$ cat config.mk
export PLATFORM = sky130hd
export DESIGN_NAME = ifm_axis_out
export DESIGN_NICKNAME = d
export VERILOG_FILES = /design/src/rtl/ifm_axis_out.sv
export SDC_FILE = /design/constraint.sdc
export NUM_CORES = 1
export LEC_CHECK = 0
export BUFFER_PORTS_ARGS = -buffer_cell sky130_fd_sc_hd__buf_2
export CORE_UTILIZATION = 45
export DETAILED_ROUTE_END_ITERATION = 10
export HOLD_SLACK_MARGIN = 0.08
export PLACE_DENSITY = 0.77
export SYNTH_ARGS = -nofsm -noshare
export SYNTH_HDL_FRONTEND = slang
export SYNTH_SLANG_ARGS = --single-unit
export TNS_END_PERCENT = 20
$ cat constraint.sdc
create_clock -name s2mm_clk -period 2.4 [get_ports s2mm_clk]
set_input_delay 0.12 -clock s2mm_clk [delete_from_list [all_inputs] [get_ports s2mm_clk]]
set_output_delay 0.12 -clock s2mm_clk [all_outputs]
set_load 0.02 [all_outputs]
$ cat src/rtl/ifm_axis_out.sv
// Receive output stage: drains one complete frame at a time from the ctrl/good FIFOs,
// emitting control words on the rxs stream, then payload on the rxd stream.
module ifm_axis_out #(
    parameter int unsigned C_CTRL_WORDS = 6,
    parameter int unsigned C_FCNT_W     = 32
) (
    input  logic                s2mm_clk,
    input  logic                s2mm_resetn,
    input  logic [72:0]         good_fifo_rdata,
    input  logic                good_fifo_empty,
    output logic                good_fifo_rden,
    input  logic [36:0]         ctrl_fifo_rdata,
    input  logic                ctrl_fifo_empty,
    output logic                ctrl_fifo_rden,
    output logic [63:0]         m_axis_rxd_tdata,
    output logic [7:0]          m_axis_rxd_tkeep,
    output logic                m_axis_rxd_tlast,
    output logic                m_axis_rxd_tvalid,
    input  logic                m_axis_rxd_tready,
    output logic [31:0]         m_axis_rxs_tdata,
    output logic [3:0]          m_axis_rxs_tkeep,
    output logic                m_axis_rxs_tlast,
    output logic                m_axis_rxs_tvalid,
    input  logic                m_axis_rxs_tready,
    output logic [C_FCNT_W-1:0] frame_cnt,
    output logic                ctrl_err,
    output logic [3:0]          ifm_axis_dbg
);

    localparam int unsigned       WCNT_W    = $clog2(C_CTRL_WORDS) + 1;
    localparam logic [WCNT_W-1:0] WCNT_LAST = WCNT_W'(C_CTRL_WORDS - 1);

    typedef enum logic [1:0] {
        IDLE = 2'd0,
        CTRL = 2'd1,
        DATA = 2'd2,
        DONE = 2'd3
    } state_t;

    state_t                state_q, state_d;
    logic [WCNT_W-1:0]     wcnt_q, wcnt_d;
    logic [C_FCNT_W-1:0]   fcnt_q, fcnt_d;
    logic                  err_q, err_d;

    logic [63:0]           rxd_data_q;
    logic [7:0]            rxd_keep_q;
    logic                  rxd_last_q, rxd_valid_q;
    logic [31:0]           rxs_data_q;
    logic [3:0]            rxs_keep_q;
    logic                  rxs_last_q, rxs_valid_q;

    logic                  load_rxs, load_rxd, force_last;

    // State register
    always_ff @(posedge s2mm_clk) begin
        if (!s2mm_resetn) begin
            state_q <= IDLE;
            wcnt_q  <= '0;
            fcnt_q  <= '0;
            err_q   <= 1'b0;
        end else begin
            state_q <= state_d;
            wcnt_q  <= wcnt_d;
            fcnt_q  <= fcnt_d;
            err_q   <= err_d;
        end
    end

    // Next-state logic
    always_comb begin
        state_d = state_q;
        wcnt_d  = wcnt_q;
        fcnt_d  = fcnt_q;
        err_d   = err_q;
        unique case (state_q)
            IDLE: begin
                if (!ctrl_fifo_empty) begin
                    state_d = CTRL;
                    wcnt_d  = '0;
                end
            end
            CTRL: begin
                if (load_rxs) begin
                    wcnt_d = wcnt_q + WCNT_W'(1);
                    if (ctrl_fifo_rdata[36]) begin
                        state_d = DATA;
                    end else if (force_last) begin
                        state_d = DATA;
                        err_d   = 1'b1;
                    end
                end
            end
            DATA: begin
                if (load_rxd && good_fifo_rdata[72]) state_d = DONE;
            end
            DONE: begin
                // Frame counts only once both final beats have left the output registers.
                if (!rxs_valid_q && !rxd_valid_q) begin
                    fcnt_d  = fcnt_q + C_FCNT_W'(1);
                    state_d = IDLE;
                end
            end
            default: state_d = IDLE;
        endcase
    end

    // Output / pop logic
    always_comb begin
        load_rxs   = 1'b0;
        load_rxd   = 1'b0;
        force_last = (wcnt_q == WCNT_LAST);
        if (s2mm_resetn) begin
            load_rxs = (state_q == CTRL) && !ctrl_fifo_empty && (!rxs_valid_q || m_axis_rxs_tready);
            load_rxd = (state_q == DATA) && !good_fifo_empty && (!rxd_valid_q || m_axis_rxd_tready);
        end
    end

    assign ctrl_fifo_rden = load_rxs;
    assign good_fifo_rden = load_rxd;

    always_ff @(posedge s2mm_clk) begin
        if (!s2mm_resetn) begin
            rxs_data_q  <= '0;
            rxs_keep_q  <= '0;
            rxs_last_q  <= 1'b0;
            rxs_valid_q <= 1'b0;
            rxd_data_q  <= '0;
            rxd_keep_q  <= '0;
            rxd_last_q  <= 1'b0;
            rxd_valid_q <= 1'b0;
        end else begin
            if (load_rxs) begin
                rxs_data_q  <= ctrl_fifo_rdata[31:0];
                rxs_keep_q  <= ctrl_fifo_rdata[35:32];
                rxs_last_q  <= ctrl_fifo_rdata[36] || force_last;
                rxs_valid_q <= 1'b1;
            end else if (m_axis_rxs_tready && rxs_valid_q) begin
                rxs_valid_q <= 1'b0;
            end
            if (load_rxd) begin
                rxd_data_q  <= good_fifo_rdata[63:0];
                rxd_keep_q  <= good_fifo_rdata[71:64];
                rxd_last_q  <= good_fifo_rdata[72];
                rxd_valid_q <= 1'b1;
            end else if (m_axis_rxd_tready && rxd_valid_q) begin
                rxd_valid_q <= 1'b0;
            end
        end
    end

    assign m_axis_rxs_tdata  = rxs_data_q;
    assign m_axis_rxs_tkeep  = rxs_keep_q;
    assign m_axis_rxs_tlast  = rxs_last_q;
    assign m_axis_rxs_tvalid = rxs_valid_q;
    assign m_axis_rxd_tdata  = rxd_data_q;
    assign m_axis_rxd_tkeep  = rxd_keep_q;
    assign m_axis_rxd_tlast  = rxd_last_q;
    assign m_axis_rxd_tvalid = rxd_valid_q;
    assign frame_cnt         = fcnt_q;
    assign ctrl_err          = err_q;
    assign ifm_axis_dbg      = {ctrl_fifo_empty, good_fifo_empty, state_q};

endmodule

==> results.cfg <==
[clocking]
cts_max_level = 4
post_cts_resize_count = 0
cts.root.buffer_cell = sky130_fd_sc_hd__clkbuf_16
numCtsBuffers = 17
cts_num_sinks = 151
hold_buffers = 114
clk_path_buf_depth = 2
clkTransAtPathRegs_ns = 0.06
cts_setup_buffers = 0
worstSkewPairLatency_ns = 0.41
cts_tree = yes

[worst_setup_path]
critPathCaptureType = register
flop_to_flop_setup_slack_ns = 0.16
critical_path.startpoint_type = register
critical_path.max_fanout = 12
r2r_start = state_q[0]
crit_end = frame_cnt[23]
beginning_of_the_critical_path = state_q[0]
critical_path.reg2reg.endpoint = frame_cnt[23]
worst_r2r_path_depth = 5
timing_worst_setup_path_type = reg -> reg
worst-endpoint-arrival_ns = 2.57
worstPathRequired_ns = 2.73

[detailed_routing]
routed_via_density = 5.14
drt_total_wl_microns = 18400
drtPass1Iterations = 5
drt.antenna.violating_nets = 0
drc_errors = 0
vias = 6511
wl_per_cell_microns = 14.6
detailedRoute.firstIterationViolations = 375

[sta]
clock-skew-final_ns = 0.00680
worst_slew_margin_rel = 0.446
finalSetupViolations = 0
final_max_slew_violation_count = 0
period_needed_ns = 2.24
maxClockFrequency_mhz = 447
finalHoldViolations = 0
grt_setup_unrepaired = no
setup_ws_ns = 0.165
total_neg_setup_slack_ns = 0
worst_pin_slew_ns = 0.831
final_cycle_share = 0.931

[hold_path]
hp-class = in -> reg
holdCritStartpoint = ctrl_fifo_empty

[synthesis]
leading_cell_types_by_total_area_after_synthesis = sky130_fd_sc_hd__dfxtp_1 (52%), sky130_fd_sc_hd__nand2_1 (15%), sky130_fd_sc_hd__nand3_1 (7.5%), sky130_fd_sc_hd__a21oi_1 (5.1%), sky130_fd_sc_hd__clkbuf_1 (2.1%)
post-synth-top-area-cell = sky130_fd_sc_hd__dfxtp_1
synthesis.yosys.warnings = 0
synthArstFlopShare = 0
synthesis.area_sq_mm = 0.00585
netlist-cell-type-count = 41
area_share_of_the_leading_cell_type_in_the_synthesized_netlist = 0.517
synth_seq_area_share = 0.517
synth-edff-count = 0
ys_ff_latch = 151
postSynthNetCount = 850
synthFlopType = sky130_fd_sc_hd__dfxtp_1
synth.avg_cell_area_sq_um = 8.05
post_synth_inst_count = 726

[die]
die-width_microns = 116
placement_rows = 41
floorplan.die_area_sq_mm = 0.0135
core_sq_mm = 0.0126
floorplan.initialDensity = 0.463
die_height_microns = 116
ios = 267

[layout]
area.growth.synth_to_final_pct = 53.3
finish.net_count = 1208
post_route_cells_drive_above_1_share = 0.286
antenna-diode-count = 0
finish.utilization = 0.710
design_area_sq_mm = 0.00896

[run_status]
outcome = complete, no violations

[global_route]
grt_antenna_before_repair = 0
gr_util_all_layers = 0.267
grt-ovfl-total = 0
grt_start_max_net_pins = 80
number_of_global_route_vias_before_repair = 5974
grt_first_pass_wirelength_microns = 28100

[placed_design]
place_area_sq_mm = 0.00726
weighted_congestion_at_the_end_of_routability_driven_global_placement = 0.756
place.port_buffers = 266
placement.setup.worst_slack_ns = 0.231
hpwlAfterDp_microns = 10600

[pwr]
power_density_mw_per_mm2 = 737
power.ir.vdd_worst_uv = 471
leakagePower_nw = 4.33

[flow_run]
cap_violations = 0
-- layout make-up --
class	instances	area, sq um
Tap cell	172	215
Timing Repair Buffer	389	2550
Sequential cell	151	3020
Clock inverter	10	106
Fill cell	915	3660
Clock buffer	19	453
Multi-Input combinational cell	515	2570
Inverter	10	37.5
-- routing by layer --
metal	routed length (microns)	GRT usage	up-vias
li1	-	-	3162
met1	7410	0.307	2997
met2	8970	0.450	293
met3	1310	0.0774	59
met4	752	0.144	0
met5	0	0	-
-- flip-flops by register name, indices dropped and copies added, names as in the netlist --
register,cells
ctrl_err,1
state_q,2
m_axis_rxd_tdata,64
wcnt_q,4
frame_cnt,32
m_axis_rxd_tkeep,8
m_axis_rxs_tkeep,4
m_axis_rxs_tdata,32
m_axis_rxd_tlast,1
m_axis_rxs_tlast,1
m_axis_rxd_tvalid,1
m_axis_rxs_tvalid,1
-- stage by stage --
stage	hold slack [ns]	std cells	total power, mW
finish	0.176	1266	6.60
global route	0.181	1266	6.88
CTS	0.163	1266	6.61
detailed placement	0.307	1123	3.92
global placement	0.302	1123	3.91
floorplan	0.219	726	3.51
-- where the power goes --
part	internal [mW]	total (mW)	switching (mW)
registers	2.70	2.81	0.112
clock network	1.56	2.55	0.994
logic	0.489	1.24	0.750
total	4.74	6.60	1.86
-- worst max-delay path, cell delays in order, from the launching register on --
cell and delay, ns:
sky130_fd_sc_hd__dfxtp_1 0.41, sky130_fd_sc_hd__ha_1 0.30, sky130_fd_sc_hd__and3_1 0.35, sky130_fd_sc_hd__nand3_1 0.38, sky130_fd_sc_hd__or4_1 0.58, sky130_fd_sc_hd__a21oi_1 0.15
-- cells in the mapped netlist, types with 4 or more instances --
| library cell | count |
|---|---|
| sky130_fd_sc_hd__xor2_1 | 8 |
| sky130_fd_sc_hd__nor2_1 | 18 |
| sky130_fd_sc_hd__xnor2_1 | 4 |
| sky130_fd_sc_hd__or4_1 | 15 |
| sky130_fd_sc_hd__nand3_1 | 88 |
| sky130_fd_sc_hd__mux2i_1 | 4 |
| sky130_fd_sc_hd__inv_1 | 10 |
| sky130_fd_sc_hd__o21ai_0 | 6 |
| sky130_fd_sc_hd__o31ai_1 | 15 |
| sky130_fd_sc_hd__a21oi_1 | 59 |
| sky130_fd_sc_hd__buf_1 | 14 |
| sky130_fd_sc_hd__and2_1 | 5 |
| sky130_fd_sc_hd__and3_1 | 4 |
| sky130_fd_sc_hd__and4_1 | 4 |
| sky130_fd_sc_hd__clkbuf_1 | 32 |
| sky130_fd_sc_hd__nand2_1 | 238 |
| sky130_fd_sc_hd__dfxtp_1 | 151 |
| sky130_fd_sc_hd__nand4_1 | 9 |
| sky130_fd_sc_hd__ha_1 | 8 |
-- layout by cell type (no fill, tap or decap), types with 2 or more instances in the layout --
cell                            instances
sky130_fd_sc_hd__nor2_1                18
sky130_fd_sc_hd__o31ai_1               15
sky130_fd_sc_hd__and4_1                 4
sky130_fd_sc_hd__clkinv_2               6
sky130_fd_sc_hd__bufinv_16              2
sky130_fd_sc_hd__and2_1                 5
sky130_fd_sc_hd__inv_1                  8
sky130_fd_sc_hd__dfxtp_1              151
sky130_fd_sc_hd__dlygate4sd3_1        114
sky130_fd_sc_hd__o21ai_0                6
sky130_fd_sc_hd__buf_2                266
sky130_fd_sc_hd__nand3_1               88
sky130_fd_sc_hd__xnor2_1                4
sky130_fd_sc_hd__nor4_1                 3
sky130_fd_sc_hd__nand2b_1               3
sky130_fd_sc_hd__and3_1                 4
sky130_fd_sc_hd__a21oi_1               59
sky130_fd_sc_hd__ha_1                   8
sky130_fd_sc_hd__clkbuf_8               2
sky130_fd_sc_hd__nand3b_1               2
sky130_fd_sc_hd__or3_1                  3
sky130_fd_sc_hd__buf_4                  8
sky130_fd_sc_hd__nand4_1                9
sky130_fd_sc_hd__clkbuf_16             17
sky130_fd_sc_hd__inv_2                  2
sky130_fd_sc_hd__or4_1                 15
sky130_fd_sc_hd__nand2_1              238
sky130_fd_sc_hd__mux2i_1                4
sky130_fd_sc_hd__nor3_1                 3
sky130_fd_sc_hd__nor2b_1                2
sky130_fd_sc_hd__xor2_1                 8
-- how the worst min path moves through the flow --
stage / cells after the start / to / slack, ns
3_3_place_gp: 3 / m_axis_rxd_tdata[20] / 0.30
4_1_cts: 5 / state_q[0] / 0.16
5_1_grt: 5 / state_q[0] / 0.18
6_report: 5 / state_q[0] / 0.18
2_1_floorplan: 2 / m_axis_rxd_tdata[0] / 0.22
3_5_place_dp: 3 / m_axis_rxd_tkeep[6] / 0.31
-- cell families (layout without fill, tap and decap cells) --
kind of cell	count (synthesis)	after routing	share of synthesized area
AOI/OAI and AO/OA	86	86	0.0837
xor gates and xnor gates	12	12	0.0180
adders and majority gates	8	8	0.0171
buffers and inverters	60	428	0.0424
DFF	151	151	0.517
muxes	4	4	0.00685
and+or+nand+nor	405	405	0.315
Note: power is estimated with default switching activity, not from simulation.
